==> src/rtl/decoder_rr_arbiter_pkg.sv <==
// Shared definitions for the round-robin arbiter around a 3-to-8 decoder.
//  - state_e : two-state arbiter FSM encoding (IDLE / BUSY)
//  - NREQ    : number of requesters
//  - IDX_W   : width of a requester index / decoder select
//  - pick_t  : result of the rotating priority search
package decoder_rr_arbiter_pkg;

  localparam int unsigned NREQ  = 8;
  localparam int unsigned IDX_W = 3;

  typedef enum logic {
    IDLE = 1'b0,
    BUSY = 1'b1
  } state_e;

  // Priority-search result: hit is set when any request was present.
  typedef struct packed {
    logic             hit;
    logic [IDX_W-1:0] idx;
  } pick_t;

endpackage : decoder_rr_arbiter_pkg

==> src/rtl/decoder_rr_arbiter_decoder_38.sv <==
// 3-to-8 one-hot decoder with enable; purely combinational.
// Ports:
//   en   in  1      decoder enable; all outputs low when 0
//   in   in  IDX_W  binary select
//   out  out NREQ   one-hot output, bit 'in' set when enabled
module decoder_38
  import decoder_rr_arbiter_pkg::*;
(
  input  logic             en,
  input  logic [IDX_W-1:0] in,
  output logic [NREQ-1:0]  out
);

  // Driven only from registered en/in upstream, so the output cannot glitch
  // on the arbiter's request/release inputs.
  always_comb begin
    out = '0;
    if (en) begin
      out[in] = 1'b1;
    end
  end

endmodule : decoder_38

==> src/rtl/decoder_rr_arbiter.sv <==
// Round-robin arbiter sharing one 3-to-8 decoder among 8 requesters.
// The winner's index drives the decoder select, the held-grant flag drives
// the decoder enable, and the decoder output is the one-hot grant vector.
// Optional feature: define GRANT_TIMEOUT_EN to force-release a grant that
// has been held for HOLD_MAX cycles (timeout pulses on that release).
// Ports:
//   clk        in   1  rising-edge clock
//   rst_n      in   1  synchronous active-low reset
//   req        in   8  level requests, bit i = requester i
//   rel        in   1  release pulse from the current owner
//   gnt        out  8  one-hot grant (decoder output)
//   gnt_valid  out  1  grant held (decoder enable), registered
//   gnt_idx    out  3  current owner index (decoder select), registered
//   timeout    out  1  one-cycle pulse on a forced release, registered
module decoder_rr_arbiter
  import decoder_rr_arbiter_pkg::*;
#(
  parameter int unsigned HOLD_MAX = 16,
  parameter int unsigned CNT_W    = 5
) (
  input  logic             clk,
  input  logic             rst_n,
  input  logic [NREQ-1:0]  req,
  input  logic             rel,
  output logic [NREQ-1:0]  gnt,
  output logic             gnt_valid,
  output logic [IDX_W-1:0] gnt_idx,
  output logic             timeout
);

  // Elaboration guard: the hold counter must be able to reach HOLD_MAX-1.
  if ((2 ** CNT_W) <= HOLD_MAX) begin : g_cnt_w_check
    $error("decoder_rr_arbiter: CNT_W too narrow for HOLD_MAX");
  end

  state_e           state_q;
  state_e           state_d;
  logic [IDX_W-1:0] ptr_q;
  logic [IDX_W-1:0] ptr_d;
  logic [IDX_W-1:0] gnt_idx_d;
  logic             gnt_valid_d;
  pick_t            pick;
  logic             release_c;
  logic             expire;

`ifdef GRANT_TIMEOUT_EN
  logic [CNT_W-1:0] cnt_q;
  logic [CNT_W-1:0] cnt_d;
  logic             timeout_d;
`endif

  // Rotate requests so bit ptr lands at position 0, then take the lowest
  // set bit; adding ptr back gives the absolute index (3-bit wrap).
  function automatic pick_t rr_pick(input logic [NREQ-1:0]  r,
                                    input logic [IDX_W-1:0] p);
    logic [2*NREQ-1:0] dbl;
    logic [NREQ-1:0]   rot;
    pick_t             res;
    dbl     = {r, r} >> p;
    rot     = dbl[NREQ-1:0];
    res.hit = |r;
    res.idx = '0;
    for (int i = NREQ - 1; i >= 0; i--) begin
      if (rot[i]) begin
        res.idx = p + IDX_W'(i);
      end
    end
    return res;
  endfunction

  assign pick = rr_pick(req, ptr_q);

  // An explicit release and the owner dropping its request merge into one.
  assign release_c = rel | ~req[gnt_idx];

`ifdef GRANT_TIMEOUT_EN
  assign expire = (cnt_q == CNT_W'(HOLD_MAX - 1));
`else
  assign expire = 1'b0;
`endif

  // State register.
  always_ff @(posedge clk) begin
    if (!rst_n) begin
      state_q <= IDLE;
    end else begin
      state_q <= state_d;
    end
  end

  // Next-state logic.
  always_comb begin
    state_d = state_q;
    case (state_q)
      IDLE: begin
        if (pick.hit) begin
          state_d = BUSY;
        end
      end
      BUSY: begin
        if (release_c || expire) begin
          state_d = IDLE;
        end
      end
      default: state_d = IDLE;
    endcase
  end

  // Next values for the registered outputs, pointer and hold counter.
  always_comb begin
    gnt_idx_d   = gnt_idx;
    ptr_d       = ptr_q;
    gnt_valid_d = (state_d == BUSY);
`ifdef GRANT_TIMEOUT_EN
    cnt_d       = cnt_q;
    timeout_d   = 1'b0;
`endif
    case (state_q)
      IDLE: begin
        if (pick.hit) begin
          gnt_idx_d = pick.idx;
`ifdef GRANT_TIMEOUT_EN
          cnt_d     = '0;
`endif
        end
      end
      BUSY: begin
        if (release_c || expire) begin
          // Owner moves to the back of the rotation.
          ptr_d = gnt_idx + IDX_W'(1);
`ifdef GRANT_TIMEOUT_EN
          timeout_d = ~release_c;
`endif
        end else begin
`ifdef GRANT_TIMEOUT_EN
          cnt_d = cnt_q + CNT_W'(1);
`endif
        end
      end
      default: begin
        gnt_idx_d = gnt_idx;
      end
    endcase
  end

  // Output and datapath registers.
  always_ff @(posedge clk) begin
    if (!rst_n) begin
      ptr_q     <= '0;
      gnt_idx   <= '0;
      gnt_valid <= 1'b0;
    end else begin
      ptr_q     <= ptr_d;
      gnt_idx   <= gnt_idx_d;
      gnt_valid <= gnt_valid_d;
    end
  end

`ifdef GRANT_TIMEOUT_EN
  // Hold counter and forced-release pulse.
  always_ff @(posedge clk) begin
    if (!rst_n) begin
      cnt_q   <= '0;
      timeout <= 1'b0;
    end else begin
      cnt_q   <= cnt_d;
      timeout <= timeout_d;
    end
  end
`else
  assign timeout = 1'b0;
`endif

  // Shared decoder: enable = held grant, select = owner index.
  decoder_38 u_decoder_38 (
    .en  (gnt_valid),
    .in  (gnt_idx),
    .out (gnt)
  );

endmodule : decoder_rr_arbiter

==> config.mk <==
export PLATFORM = sky130hd
export DESIGN_NAME = decoder_rr_arbiter
export DESIGN_NICKNAME = d
export VERILOG_FILES = /design/src/rtl/decoder_rr_arbiter_pkg.sv /design/src/rtl/decoder_rr_arbiter_decoder_38.sv /design/src/rtl/decoder_rr_arbiter.sv
export SDC_FILE = /design/constraint.sdc
export NUM_CORES = 1
export LEC_CHECK = 0
export ABC_AREA = 1
export BUFFER_PORTS_ARGS = -buffer_cell sky130_fd_sc_hd__buf_2
export CAP_MARGIN = 10
export CORE_UTILIZATION = 35
export DETAILED_ROUTE_END_ITERATION = 10
export GPL_ROUTABILITY_DRIVEN = 0
export PLACE_DENSITY_LB_ADDON = 0.3
export SYNTH_ARGS = -nofsm -noshare
export SYNTH_HDL_FRONTEND = slang
export SYNTH_SLANG_ARGS = --single-unit
==> constraint.sdc <==
create_clock -name clk -period 1.8 [get_ports clk]
set_input_delay 0.45 -clock clk [delete_from_list [all_inputs] [get_ports clk]]
set_output_delay 0.45 -clock clk [all_outputs]
set_load 0.005 [all_outputs]
==> results of run 1 <==
-- metal layers --
metal | share of wire, % | vias up | wire length [µm]
met4 | 0.20 | 0 | 6
met3 | 5.4 | 2 | 159
met5 | 0 | - | 0
met2 | 47 | 34 | 1370
met1 | 48 | 565 | 1400
li1 | - | 710 | -
-- Yosys cell counts --
cell type   n
buf_2       1
clkbuf_4    1
buf_6       1
xor2_1      2
o21ai_2     2
nand3_4     1
inv_2       3
ha_1        3
a31oi_1     1
inv_4       1
nand3_2     8
nor3_1      1
nand2_4     7
xnor2_1     2
nor2_1     18
o21ai_0     7
dfxtp_1     7
or2_1       1
inv_1      20
buf_12      1
nand2_2     9
buf_4       2
bufbuf_16   1
a21oi_2     2
o21ai_1     1
conb_1      1
nor4_1      1
a21oi_1    14
clkbuf_1    1
nand3_1    27
nand2_1    60
-- final cells by class --
type / instances / area (µm²)
clock buffer: 4 / 26.3
multi-input combinational: 168 / 918
fill: 396 / 1960
tap: 46 / 57.6
timing repair buffer: 27 / 155
inverter: 24 / 97.6
sequential: 7 / 144
-- worst paths after layout --
| kind | start | endpoint | slack, ps | cells past startpoint |
|---|---|---|---|---|
| setup / recovery | ptr_q[0]$_SDFFE_PN0P_ | gnt_idx[2]$_SDFFE_PN0P_ | 160 | 13 |
| hold / removal | rst_n | ptr_q[0]$_SDFFE_PN0P_ | 460 | 3 |
| setup reg to reg | ptr_q[0]$_SDFFE_PN0P_ | gnt_idx[2]$_SDFFE_PN0P_ | 160 | 13 |
| hold reg to reg | gnt_valid$_SDFF_PN0_ | gnt_valid$_SDFF_PN0_ | 540 | 2 |
-- state kept, by name, summed over array words and instances (netlist names) --
register,cells
ptr_q,3
gnt_idx,3
gnt_valid,1
-- critical path: cells and delay by family, from the launching register on --
kind                   cells  cell delay, ps
AND/OR/NAND/NOR            8             630
AO/OA/AOI/OAI              2             240
buffers and inverters      3             270
flip-flops                 1             360
-- through the flow --
step | TNS (ps) | hold WS, ps | setup WS (ps)
finish | 0 | 464 | 164
global placement | 0 | 542 | 25.5
CTS | 0 | 471 | 108
detailed placement | 0 | 533 | 40.3
floorplan | 0 | 509 | 226
global route | -8.67 | 492 | -8.67
-- cells by family after synthesis --
kind of cell | share of synthesized area [%]
adders and majority gates | 3.04
AOI/OAI and AO/OA | 12.3
DFF | 11.4
other | 0.304
buffers and inverters | 15.2
and+or+nand+nor | 55.0
xor gates and xnor gates | 2.84
-- power breakdown --
group          total, mW  internal (mW)  switching (mW)
sequential         0.222          0.187          0.0349
clock              0.139         0.0844          0.0548
combinational      0.962          0.350           0.612
total               1.32          0.621           0.702
==> metrics.txt, run 1 <==
status finished, final reports clean; CP max FO 8; Port Buffers 22; Post-CTS Resized 0; Post-Syn Area 0.00123 mm²; CTS Buffer Depth 2; area added between synthesis and finish 13.4%; H-tree level count 1; Total GRT Usage 17.4%; drt total wl about 3000 µm; largest net degree at the start of global routing 14; Final Util 41.6%; # DRC 0; row cnt 21; synth top area cells nand2_1, dfxtp_1, nand3_1, nand3_2, nand2_4; crit start category flop; max_cap viols 0; Pins Over Slew Limit 0; initial core utilization 36.7%; Leakage 0.735 nW; critical path's slowest cell dfxtp_4; Die X 61.4 µm; Mapped Nets about 220; drt pass-1 iters 4; GRT busiest layer met2; leading area contributor after synthesis nand2_1; CTS buffer count 3; Worst-Skew Late Latency 250 ps; post-CTS setup buffer count 0; commonest non-fill, non-tap cell in the layout nand2_1; CP max stage delay 360 ps; cells along the critical path buf_6 -> nand2_1 -> nand3_4 -> nand2_2 -> inv_2 -> o21ai_2 -> inv_1 -> nor2_1 -> nand2_1 -> nand2_1 -> nand2_1 -> nand2_1 -> a21oi_2; vias in the first global route between 1k and 1.5k; placed insts between 200 and 300; Final Hold Vio Count 0; Yosys cell types 31; die footprint around 0.0038 mm²; Mean Syn Cell Area 5.96 µm²; Seq cells post-synth 7; met2 Use GR 30.3%; Crit path required time a little under 2000 ps; routed via count 1311; Seq/Total Area, Yosys 11.4%; CTS root buf clkbuf_4; Num Clock Sinks 7; layout cell share with drive strength beyond 1 29.6%; hold buffer count at cts 0; Final Instance Area 0.00140 mm²; met1 Usage GRT between 20% and 30%; crit path capture type flop; power per cell area 946 mW/mm²; drt wl/cell roughly 11 µm; Tot Pwr 1.32 mW; global-route wire length before repair 5010 µm; Vias/cell 4.75; unrepaired setup endpoints after global routing true; Syn Inst Count 207; 1st-iter DRT viols 60; maximum VDD drop approximately 0.00063 V; WS Path Type flop to flop; synth warn 0; f_max 611 MHz; core box area 0.00336 mm²; final setup fails 0; Post-DRT Antenna Nets 0; CP most frequent cell nand2_1; placed wire-length estimate between 2000 and 2500 µm; Worst Path Arrival about 1800 ps; Synth top area share 18.3%; initial antenna violation count 0; clk_skew roughly 1.6 ps; Ports 24; CTS tree built; HP Class primary input to flop; Post-layout nets 245; minimum clock period ~1600 ps; GR Overflow Total 0; Reg clk slew, reported paths ~50 ps; period utilisation layout 90.9%; met3 GRT Util 1.89%; Post-DP Area 0.00134 mm²; ant diodes 0; Non-Filler Instances 276; Die H 61.4 µm; most frequent cells in the layout nand2_1, nand3_1, buf_2
No activity file was read; power rests on OpenSTA's default activity.
==> inputs of run 2 (changes only) <==
--- a/config.mk
+++ b/config.mk
@@ -6,10 +6,11 @@
 export NUM_CORES = 1
 export LEC_CHECK = 0
 export ABC_AREA = 1
-export BUFFER_PORTS_ARGS = -buffer_cell sky130_fd_sc_hd__buf_2
 export CAP_MARGIN = 10
+export CORE_ASPECT_RATIO = 0.9
 export CORE_UTILIZATION = 35
 export DETAILED_ROUTE_END_ITERATION = 10
+export DONT_BUFFER_PORTS = 1
 export GPL_ROUTABILITY_DRIVEN = 0
 export PLACE_DENSITY_LB_ADDON = 0.3
 export SYNTH_ARGS = -nofsm -noshare
==> metrics.txt, run 2 (synthesis results as in run 1) <==
top flop regs gnt_idx x3, ptr_q x3, gnt_valid x1; commonest non-fill, non-tap cell in the layout nand2_1; drt pass-1 iters 5; post-CTS setup buffer count 0; CTS buffer count 3; largest net degree at the start of global routing 14; Ports 24; Num Clock Sinks 7; # DRC 0; Final Hold Vio Count 0; final setup fails 0; routed via count 1241; Die H 58.3 µm; die footprint 0.00377 mm²; cell count of the worst reg-to-reg path 13; max_cap viols 0; HP Class primary input to flop; Worst-Skew Late Latency 230 ps; H-tree level count 1; WS Path Type flop to flop; initial core utilization between 30% and 40%; CTS Buffer Depth 2; Final Util 39.3%; Post-CTS Resized 0; reg-to-reg startpoint ptr_q[0]$_SDFFE_PN0P_; setup_tns 0 ps; core box area 0.00338 mm²; CTS root buf clkbuf_8; CTS tree built; Post-layout nets 227; area added between synthesis and finish 7.61%; crit start category flop; placed wire-length estimate roughly 2500 µm; layout cell share with drive strength beyond 1 22.2%; Crit path required time 1960 ps; Total GRT Usage 17.1%; Die X 64.6 µm; R2R Setup Slk approximately 170 ps; CP most frequent cell nand2_1; cells along the critical path buf_6 -> nand2_1 -> nand3_1 -> nand3_1 -> nand2_4 -> inv_2 -> o21ai_1 -> nand2_1 -> nand2_1 -> nand2_1 -> a21oi_2 -> nand2_1 -> a21oi_1; 1st-iter DRT viols 63; drt total wl between 3000 and 4000 µm; f_max 614 MHz; critical path's slowest cell dfxtp_2; GR Overflow Total 0; status finished, final reports clean; Vias/cell 4.85; Pins Over Slew Limit 0; clk_skew 3.44 ps; vias in the first global route ~1.1k; hold buffer count at cts 0; Port Buffers 0; Reg clk slew, reported paths 40 ps; row cnt 20; CP endpoint gnt_idx[0]$_SDFFE_PN0P_; worst reg2reg endpoint gnt_idx[0]$_SDFFE_PN0P_; CP max stage delay 380 ps; Final Instance Area 0.00133 mm²; hold depth 2; Leakage 0.657 nW; Worst Path Arrival 1790 ps; ant diodes 0; CP max FO 8; period utilisation layout between 90% and 100%; Post-DP Area 0.00126 mm²; Post-DRT Antenna Nets 0; global-route wire length before repair 5010 µm; unrepaired setup endpoints after global routing false; initial antenna violation count 0; drt wl/cell 11.9 µm; crit path capture type flop; maximum VDD drop ~0.0005 V; CP startpoint ptr_q[0]$_SDFFE_PN0P_; most frequent cells in the layout nand2_1, nand3_1, inv_1; power per cell area 1050 mW/mm²; minimum clock period 1630 ps
-- run 2: power breakdown --
group	total, mW	internal, mW	switching [mW]
combinational	0.953	0.352	0.602
clock	0.224	0.153	0.0709
sequential	0.218	0.187	0.0308
total	1.40	0.692	0.703
-- run 2: routing by layer --
layer / vias to the layer above / share of wire (%) / global-route usage [%] / wire [µm]
li1: 670 / - / - / -
met1: 537 / 49 / 23.2 / 1490
met2: 32 / 46 / 28.6 / 1390
met3: 2 / 4.9 / 2.13 / 149
met4: 0 / 0.69 / 4.76 / 21
met5: - / 0 / 0 / 0
-- run 2: worst min path at each step --
stage	from	end	slack [ps]
after global routing	rst_n	ptr_q[0]$_SDFFE_PN0P_	370
after floorplan	gnt_idx[0]$_SDFFE_PN0P_	gnt_idx[0]$_SDFFE_PN0P_	510
final	rst_n	ptr_q[0]$_SDFFE_PN0P_	360
after global placement	gnt_valid$_SDFF_PN0_	gnt_valid$_SDFF_PN0_	550
after CTS	rst_n	ptr_q[0]$_SDFFE_PN0P_	360
after detailed placement	gnt_valid$_SDFF_PN0_	gnt_valid$_SDFF_PN0_	560
-- run 2: critical path: cells and delay by family (launching register included) --
family          cells  cell delay [ps]
flops               1              380
simple gates        8              710
buf+inv             2              190
compound gates      3              290
-- run 2: final cells by class --
| cell class | count | area [µm²] |
|---|---|---|
| Clock buffer | 4 | 45.0 |
| Fill cell | 389 | 2050 |
| Inverter | 24 | 97.6 |
| Multi-Input combinational cell | 168 | 913 |
| Sequential cell | 7 | 141 |
| Tap cell | 44 | 55.1 |
| Timing Repair Buffer | 9 | 75.1 |
-- run 2: per-stage QoR --
| step | cells | setup slack [ps] | power (mW) | hold slack, ps |
|---|---|---|---|---|
| 2_1_floorplan | 207 | 226 | 0.999 | 509 |
| 3_3_place_gp | 252 | 119 | 1.16 | 552 |
| 3_5_place_dp | 252 | 126 | 1.16 | 560 |
| 4_1_cts | 256 | 103 | 1.39 | 362 |
| 5_1_grt | 256 | 4.43 | 1.54 | 371 |
| 6_report | 256 | 172 | 1.40 | 355 |
